### config.mk
export PLATFORM = sky130hd
export DESIGN_NAME = sdram_arbiter
export DESIGN_NICKNAME = d
export VERILOG_FILES = /design/src/rtl/sdram_arb_pkg.sv /design/src/rtl/sdram_arb_chan.sv /design/src/rtl/sdram_arbiter.sv
export SDC_FILE = /design/constraint.sdc
export NUM_CORES = 1
export LEC_CHECK = 0
export CAP_MARGIN = 0
export CELL_PAD_IN_SITES_DETAIL_PLACEMENT = 1
export CELL_PAD_IN_SITES_GLOBAL_PLACEMENT = 2
export CORE_ASPECT_RATIO = 1.25
export CORE_MARGIN = 2
export CORE_UTILIZATION = 35
export DETAILED_ROUTE_END_ITERATION = 8
export MAX_ROUTING_LAYER = met4
export PLACE_DENSITY_LB_ADDON = 0.1
export SLEW_MARGIN = 20
export SYNTH_ARGS = -nofsm -noshare
export SYNTH_HDL_FRONTEND = slang
export SYNTH_SLANG_ARGS = --single-unit
### constraint.sdc
create_clock -name clk1x -period 5.3 [get_ports clk1x]
set_input_delay 1.59 -clock clk1x [delete_from_list [all_inputs] [get_ports clk1x]]
set_output_delay 1.59 -clock clk1x [all_outputs]
set_load 0.01 [all_outputs]
### src/rtl/sdram_arb_pkg.sv
// Shared types for the SDRAM ch1 arbiter: channel ids, FSM states, the request
// record and the fixed-priority winner selection.
package sdram_arb_pkg;

    // Address width carried by the request record; the arbiter's ADDR_W must match.
    localparam int ARB_ADDR_W = 27;

    typedef enum logic [1:0] {
        CH_DL   = 2'd0,
        CH_CORE = 2'd1,
        CH_SS   = 2'd2
    } chan_e;

    typedef enum logic {
        IDLE = 1'b0,
        WAIT = 1'b1
    } state_e;

    typedef struct packed {
        logic                  rnw;
        logic [ARB_ADDR_W-1:0] addr;
        logic [3:0]            be;
        logic [31:0]           din;
    } req_t;

    // Download always wins; savestate overrides the core once the burst budget is used up.
    function automatic chan_e pick_winner(input logic dl_p, input logic core_p,
                                          input logic ss_p, input logic burst_full);
        chan_e w;
        if (dl_p) begin
            w = CH_DL;
        end else if (core_p && !(ss_p && burst_full)) begin
            w = CH_CORE;
        end else if (ss_p) begin
            w = CH_SS;
        end else begin
            w = CH_CORE;
        end
        return w;
    endfunction

endpackage

### src/rtl/sdram_arb_chan.sv
// One requester slot: captures a request into a holding register, tracks the
// pending flag until completion and flags requests that arrive while busy.
module sdram_arb_chan
    import sdram_arb_pkg::*;
(
    input  logic clk1x,
    input  logic reset_n,
    input  logic req,
    input  req_t req_data,
    input  logic clr,
    output logic pending_r,
    output req_t hold_r,
    output logic overflow_s
);

    logic busy_s;
    logic accept_s;

    // A request landing on the completion edge is a new request, not an overflow.
    always_comb begin
        busy_s     = pending_r && !clr;
        accept_s   = req && !busy_s;
        overflow_s = req && busy_s;
    end

    // Pending flag and holding register.
    always_ff @(posedge clk1x or negedge reset_n) begin
        if (!reset_n) begin
            pending_r <= 1'b0;
            hold_r    <= '0;
        end else if (accept_s) begin
            pending_r <= 1'b1;
            hold_r    <= req_data;
        end else if (clr) begin
            pending_r <= 1'b0;
        end
    end

endmodule

### src/rtl/sdram_arbiter.sv
// Shares SDRAM ch1 between cart download, the core and the savestate engine:
// one access in flight at a time, completion routed back to the winner.
module sdram_arbiter
    import sdram_arb_pkg::*;
#(
    parameter int ADDR_W    = ARB_ADDR_W,
    parameter int TIMEOUT   = 4096,
    parameter int MAX_BURST = 8
)(
    input  logic              clk1x,
    input  logic              reset_n,
    input  logic              dl_req,
    input  logic [ADDR_W-1:0] dl_addr,
    input  logic [31:0]       dl_din,
    output logic              dl_done,
    input  logic              core_req,
    input  logic              core_rnw,
    input  logic [ADDR_W-1:0] core_addr,
    input  logic [3:0]        core_be,
    input  logic [31:0]       core_din,
    output logic [31:0]       core_dout,
    output logic              core_done,
    input  logic              ss_req,
    input  logic              ss_rnw,
    input  logic [ADDR_W-1:0] ss_addr,
    input  logic [3:0]        ss_be,
    input  logic [31:0]       ss_din,
    output logic [31:0]       ss_dout,
    output logic              ss_done,
    output logic              mem_req,
    output logic              mem_rnw,
    output logic [ADDR_W-1:0] mem_addr,
    output logic [3:0]        mem_be,
    output logic [31:0]       mem_din,
    input  logic [31:0]       mem_dout,
    input  logic              mem_ready,
    output logic              err_overflow,
    output logic              err_timeout
);

    localparam int TMO_W   = $clog2(TIMEOUT);
    localparam int BURST_W = $clog2(MAX_BURST + 1);
    localparam logic [TMO_W-1:0]   TMO_LAST  = TMO_W'(TIMEOUT - 1);
    localparam logic [BURST_W-1:0] BURST_MAX = BURST_W'(MAX_BURST);

    state_e              state_r, state_s;
    chan_e               winner_r, win_s;
    logic [TMO_W-1:0]    tmo_r;
    logic [BURST_W-1:0]  burst_r;
    logic                grant_s, finish_s, abort_s;
    logic                clr_dl_s, clr_core_s, clr_ss_s;
    logic                dl_pend_r, core_pend_r, ss_pend_r;
    logic                dl_ovf_s, core_ovf_s, ss_ovf_s;
    req_t                dl_rec_s, core_rec_s, ss_rec_s;
    req_t                dl_hold_r, core_hold_r, ss_hold_r, sel_s;
    logic [31:0]         rdata_s;

    assign dl_rec_s   = '{rnw: 1'b0, addr: dl_addr, be: 4'hF, din: dl_din};
    assign core_rec_s = '{rnw: core_rnw, addr: core_addr, be: core_be, din: core_din};
    assign ss_rec_s   = '{rnw: ss_rnw, addr: ss_addr, be: ss_be, din: ss_din};

    sdram_arb_chan u_dl (
        .clk1x(clk1x), .reset_n(reset_n), .req(dl_req), .req_data(dl_rec_s),
        .clr(clr_dl_s), .pending_r(dl_pend_r), .hold_r(dl_hold_r), .overflow_s(dl_ovf_s)
    );

    sdram_arb_chan u_core (
        .clk1x(clk1x), .reset_n(reset_n), .req(core_req), .req_data(core_rec_s),
        .clr(clr_core_s), .pending_r(core_pend_r), .hold_r(core_hold_r), .overflow_s(core_ovf_s)
    );

    sdram_arb_chan u_ss (
        .clk1x(clk1x), .reset_n(reset_n), .req(ss_req), .req_data(ss_rec_s),
        .clr(clr_ss_s), .pending_r(ss_pend_r), .hold_r(ss_hold_r), .overflow_s(ss_ovf_s)
    );

    // Next-state, grant and completion decode.
    always_comb begin
        state_s  = state_r;
        win_s    = winner_r;
        grant_s  = 1'b0;
        finish_s = 1'b0;
        abort_s  = 1'b0;
        case (state_r)
            IDLE: begin
                if (dl_pend_r || core_pend_r || ss_pend_r) begin
                    grant_s = 1'b1;
                    win_s   = pick_winner(dl_pend_r, core_pend_r, ss_pend_r,
                                          burst_r == BURST_MAX);
                    state_s = WAIT;
                end else begin
                    state_s = IDLE;
                end
            end
            WAIT: begin
                if (mem_ready) begin
                    finish_s = 1'b1;
                    state_s  = IDLE;
                end else if (tmo_r == TMO_LAST) begin
                    finish_s = 1'b1;
                    abort_s  = 1'b1;
                    state_s  = IDLE;
                end else begin
                    state_s = WAIT;
                end
            end
            default: state_s = IDLE;
        endcase

        clr_dl_s   = finish_s && (winner_r == CH_DL);
        clr_core_s = finish_s && (winner_r == CH_CORE);
        clr_ss_s   = finish_s && (winner_r == CH_SS);
        rdata_s    = abort_s ? 32'h0000_0000 : mem_dout;

        case (win_s)
            CH_DL:   sel_s = dl_hold_r;
            CH_CORE: sel_s = core_hold_r;
            CH_SS:   sel_s = ss_hold_r;
            default: sel_s = core_hold_r;
        endcase
    end

    // FSM state, current winner and access timeout counter.
    always_ff @(posedge clk1x or negedge reset_n) begin
        if (!reset_n) begin
            state_r  <= IDLE;
            winner_r <= CH_DL;
            tmo_r    <= '0;
        end else begin
            state_r  <= state_s;
            winner_r <= win_s;
            if (grant_s) begin
                tmo_r <= '0;
            end else if (state_r == WAIT) begin
                tmo_r <= tmo_r + 1'b1;
            end
        end
    end

    // Core grants taken while savestate waits; savestate gets a slot when it saturates.
    always_ff @(posedge clk1x or negedge reset_n) begin
        if (!reset_n) begin
            burst_r <= '0;
        end else if (!ss_pend_r || (grant_s && win_s == CH_SS)) begin
            burst_r <= '0;
        end else if (grant_s && win_s == CH_CORE) begin
            burst_r <= burst_r + 1'b1;
        end
    end

    // SDRAM command outputs, held until the next grant.
    always_ff @(posedge clk1x or negedge reset_n) begin
        if (!reset_n) begin
            mem_req  <= 1'b0;
            mem_rnw  <= 1'b0;
            mem_addr <= '0;
            mem_be   <= 4'h0;
            mem_din  <= 32'h0000_0000;
        end else begin
            mem_req <= grant_s;
            if (grant_s) begin
                mem_rnw  <= sel_s.rnw;
                mem_addr <= sel_s.addr;
                mem_be   <= sel_s.be;
                mem_din  <= sel_s.din;
            end
        end
    end

    // Completion pulses and read data; a write completion leaves dout untouched.
    always_ff @(posedge clk1x or negedge reset_n) begin
        if (!reset_n) begin
            dl_done   <= 1'b0;
            core_done <= 1'b0;
            ss_done   <= 1'b0;
            core_dout <= 32'h0000_0000;
            ss_dout   <= 32'h0000_0000;
        end else begin
            dl_done   <= clr_dl_s;
            core_done <= clr_core_s;
            ss_done   <= clr_ss_s;
            if (clr_core_s && mem_rnw) begin
                core_dout <= rdata_s;
            end
            if (clr_ss_s && mem_rnw) begin
                ss_dout <= rdata_s;
            end
        end
    end

    // Sticky error flags.
    always_ff @(posedge clk1x or negedge reset_n) begin
        if (!reset_n) begin
            err_overflow <= 1'b0;
            err_timeout  <= 1'b0;
        end else begin
            err_overflow <= err_overflow | dl_ovf_s | core_ovf_s | ss_ovf_s;
            err_timeout  <= err_timeout | abort_s;
        end
    end

endmodule

==> results.cfg <==
[hold_path]
hold_path_startpoint = err_timeout$_DFF_PN0_
timing.hold.worst.class = register to register

[yosys]
seq_cells_post_synth = 344
count_of_mapped_cells_out_of_synthesis = 1122
postSynthAreaPerCell_um2 = 12.9
seq_area_frac_synth_pct = 59.6
synth-main-ff-cell = dfrtp_1
netlist-cell-type-count = 54
mappedNetlistNets = 1350
ys_async_sr_fraction_pct = 100
synth_edf_count = 0
synth.cell_area_um2 = 14400
yosys_warnings = 0

[finish]
n_fill_cell = 4289
final_layout_size_suffix_gt1_share_pct = 19.1
nets = 1704
utilization_pct = 48.5
layout.cells.most_common = clkdlybuf4s50_1
layout_common_cells = clkdlybuf4s50_1 (357), dfrtp_1 (344), nor2_1 (127)
instances_no_fill = 2061
synthToLayoutAreaGrowth_pct = 37.3

[timing]
post-route-min-period_ps = 3160
fin_worst_skew_ps = 13.1
layout_setup_ws_ps = 2140
share_of_the_clock_period_used_by_the_worst_path_after_layout_pct = 59.6
timing.setup.tns_ps = 0
max_freq_mhz = 316
rsz0062_at_grt = false
finalMaxSlewViolations = 0
worst_slew_pin_slew_ps = 1080
timing.final.hold_violations = 0
maxSlewHeadroom_pct = 28.1
setup_viol = 0

[placement]
place_hpwl_um = 28400
post-place-cells = 1987
routabilityCongestion = 0.739
pre_cts_ws_ps = 1570
port_buffers = 358

[power_and_ir_drop]
p_leak_nw = 8.88
power.density_nw_per_um2 = 426
power.ir.vdd_worst_v = 0.000254

[setup_path]
slowest_delay_ps = 610
timing.critical_path.from_type = input port
timing.critical_path.slowest_stage_cell = o21ai_4
setup.reg_to_reg.worst_slack_ps = 2390
worst_setup_path_startpoint = mem_ready
path_delay_family = buffers and inverters
cp-end-kind = register
timing.critical_path.cells = clkdlybuf4s50_1 -> nand2_1 -> o21ai_2 -> o21ai_4 -> buf_4 -> mux2_2
crit_path_max_fanout = 13
r2r-start = u_ss.pending_r$_DFFE_PN0P_
worstSetupPathType = input port to register
worstPathArrival_ps = 3580
worst_ep_required_time_ps = 5720
worstPathBufferInverterCount = 2

[clocking]
cts.repair_timing.setup_buffer_count = 0
cts_hold_buf = 0
cts_buffer_depth = 3
tritoncts_num_sinks = 344
h-tree-depth = 2
tritoncts = yes
cts_resized = 0
worst_skew_pair.late_latency_ps = 540
clkTransAtPathRegs_ps = 60
cts_root_buf = clkbuf_16
cts_inserted_buffers = 39

[floorplan]
fp.coreArea_um2 = 40900
dieHeight_um = 231
floorplan.io_pins = 359
design.die.area_um2 = 42900
initial_core_util_pct = 35.3
die_x_um = 186
std_cell_rows = 83

[detailed_routing]
routedWlPerCell_um = 20.7
detail_route.iter0.violations = 417
drt-pass1-iter-count = 4
detailroute.via_count = 10027
finalWirelength_um = 42700
antenna_left = 0
route.detailed.vias_per_inst = 4.87
post-route-drc-count = 0

[global_route]
grt_antenna_before_repair = 9
number_of_global_route_vias_before_repair = 11177
globalRouteTotalUtil_pct = 20.7
global_route.overflow_total = 0
grt_pass1_wl_um = 65900
grt_max_degree = 97

[run_status]
outcome = finished clean

[job]
max_cap_violations = 0
through the flow:
stage	area, um2	power, W	hold WS (ps)
after CTS	19800	0.00859	479
after global routing	19800	0.00894	507
after floorplan	14400	0.00478	449
after global placement	18500	0.00572	451
final	19800	0.00846	475
after detailed placement	18500	0.00579	465
power by group:
group          internal [W]  total, W  leakage, nW  switching [W]
combinational       0.00119   0.00190         4.37       0.000707
sequential          0.00339   0.00383         3.88       0.000441
clock               0.00165   0.00273        0.635        0.00108
path summary, 6_finish.rpt:
check / cells past startpoint / endpoint
min: 1 / err_timeout$_DFF_PN0_
max: 6 / u_ss.hold_r[62]$_DFFE_PN0P_
min in group asynchronous: 1 / core_dout[18]$_DFFE_PN0P_
min reg2reg: 1 / err_timeout$_DFF_PN0_
max reg2reg: 6 / mem_din[16]$_DFFE_PN0P_
max in group asynchronous: 2 / u_core.hold_r[4]$_DFFE_PN0P_
final cells by class:
class	instances	area (um2)	share of cell area [%]
clock inverter	6	80.1	0.404
sequential	344	8610	43.4
timing repair buffer	376	3800	19.2
antenna	10	25.0	0.126
clock buffer	58	1200	6.05
inverter	72	270	1.36
tap	552	691	3.48
multi-input combinational	643	5160	26.0
layer usage:
metal	up-vias	track usage [%]	wire length (um)
met2	286	34.2	20800
met3	61	6.99	3760
li1	4587	-	-
met1	5093	24.1	17200
met5	-	-	0
met4	0	5.83	917
state kept, by name, indices dropped and copies added, names as in the netlist, 2 cells and up:
name           cells
burst_r            4
core_dout         32
mem_addr          27
mem_be             4
mem_din           32
ss_dout           32
tmo_r             12
u_core.hold_r     64
u_dl.hold_r       60
u_ss.hold_r       64
winner_r           2
Yosys cell counts, types with 3 or more instances:
cell / instances / area share (%)
dfrtp_1: 344 / 60
nor2_1: 127 / 3.3
mux2_2: 110 / 8.6
mux2_4: 78 / 8.1
inv_1: 72 / 1.9
mux2i_1: 65 / 4.5
nor3_1: 65 / 2.3
o22ai_1: 64 / 2.8
nand2_1: 42 / 1.1
buf_2: 21 / 0.73
buf_6: 21 / 1.6
clkbuf_1: 16 / 0.42
nand3_1: 13 / 0.45
o21ai_0: 11 / 0.38
nand2b_1: 5 / 0.22
nand4_1: 5 / 0.22
a21o_1: 4 / 0.21
a21oi_1: 4 / 0.14
a21boi_0: 3 / 0.16
and4_1: 3 / 0.18
ha_1: 3 / 0.26
o211ai_1: 3 / 0.16
or2_2: 3 / 0.13
worst reg2reg max path: stages (launching register included):
cell and delay [ps]:
dfrtp_1 580, nor3_1 140, or2_2 440, inv_2 820
buf_4 530, o22ai_1 170, nor3_1 170
logic make-up after synthesis:
family | share of synthesized area, %
buffers and inverters | 4.90
muxes | 21.2
and+or+nand+nor | 9.07
DFF | 59.6
adders and majority gates | 0.260
AOI/OAI and AO/OA | 4.90
xor gates and xnor gates | 0.0607
Power figures use the tool's default switching activity.
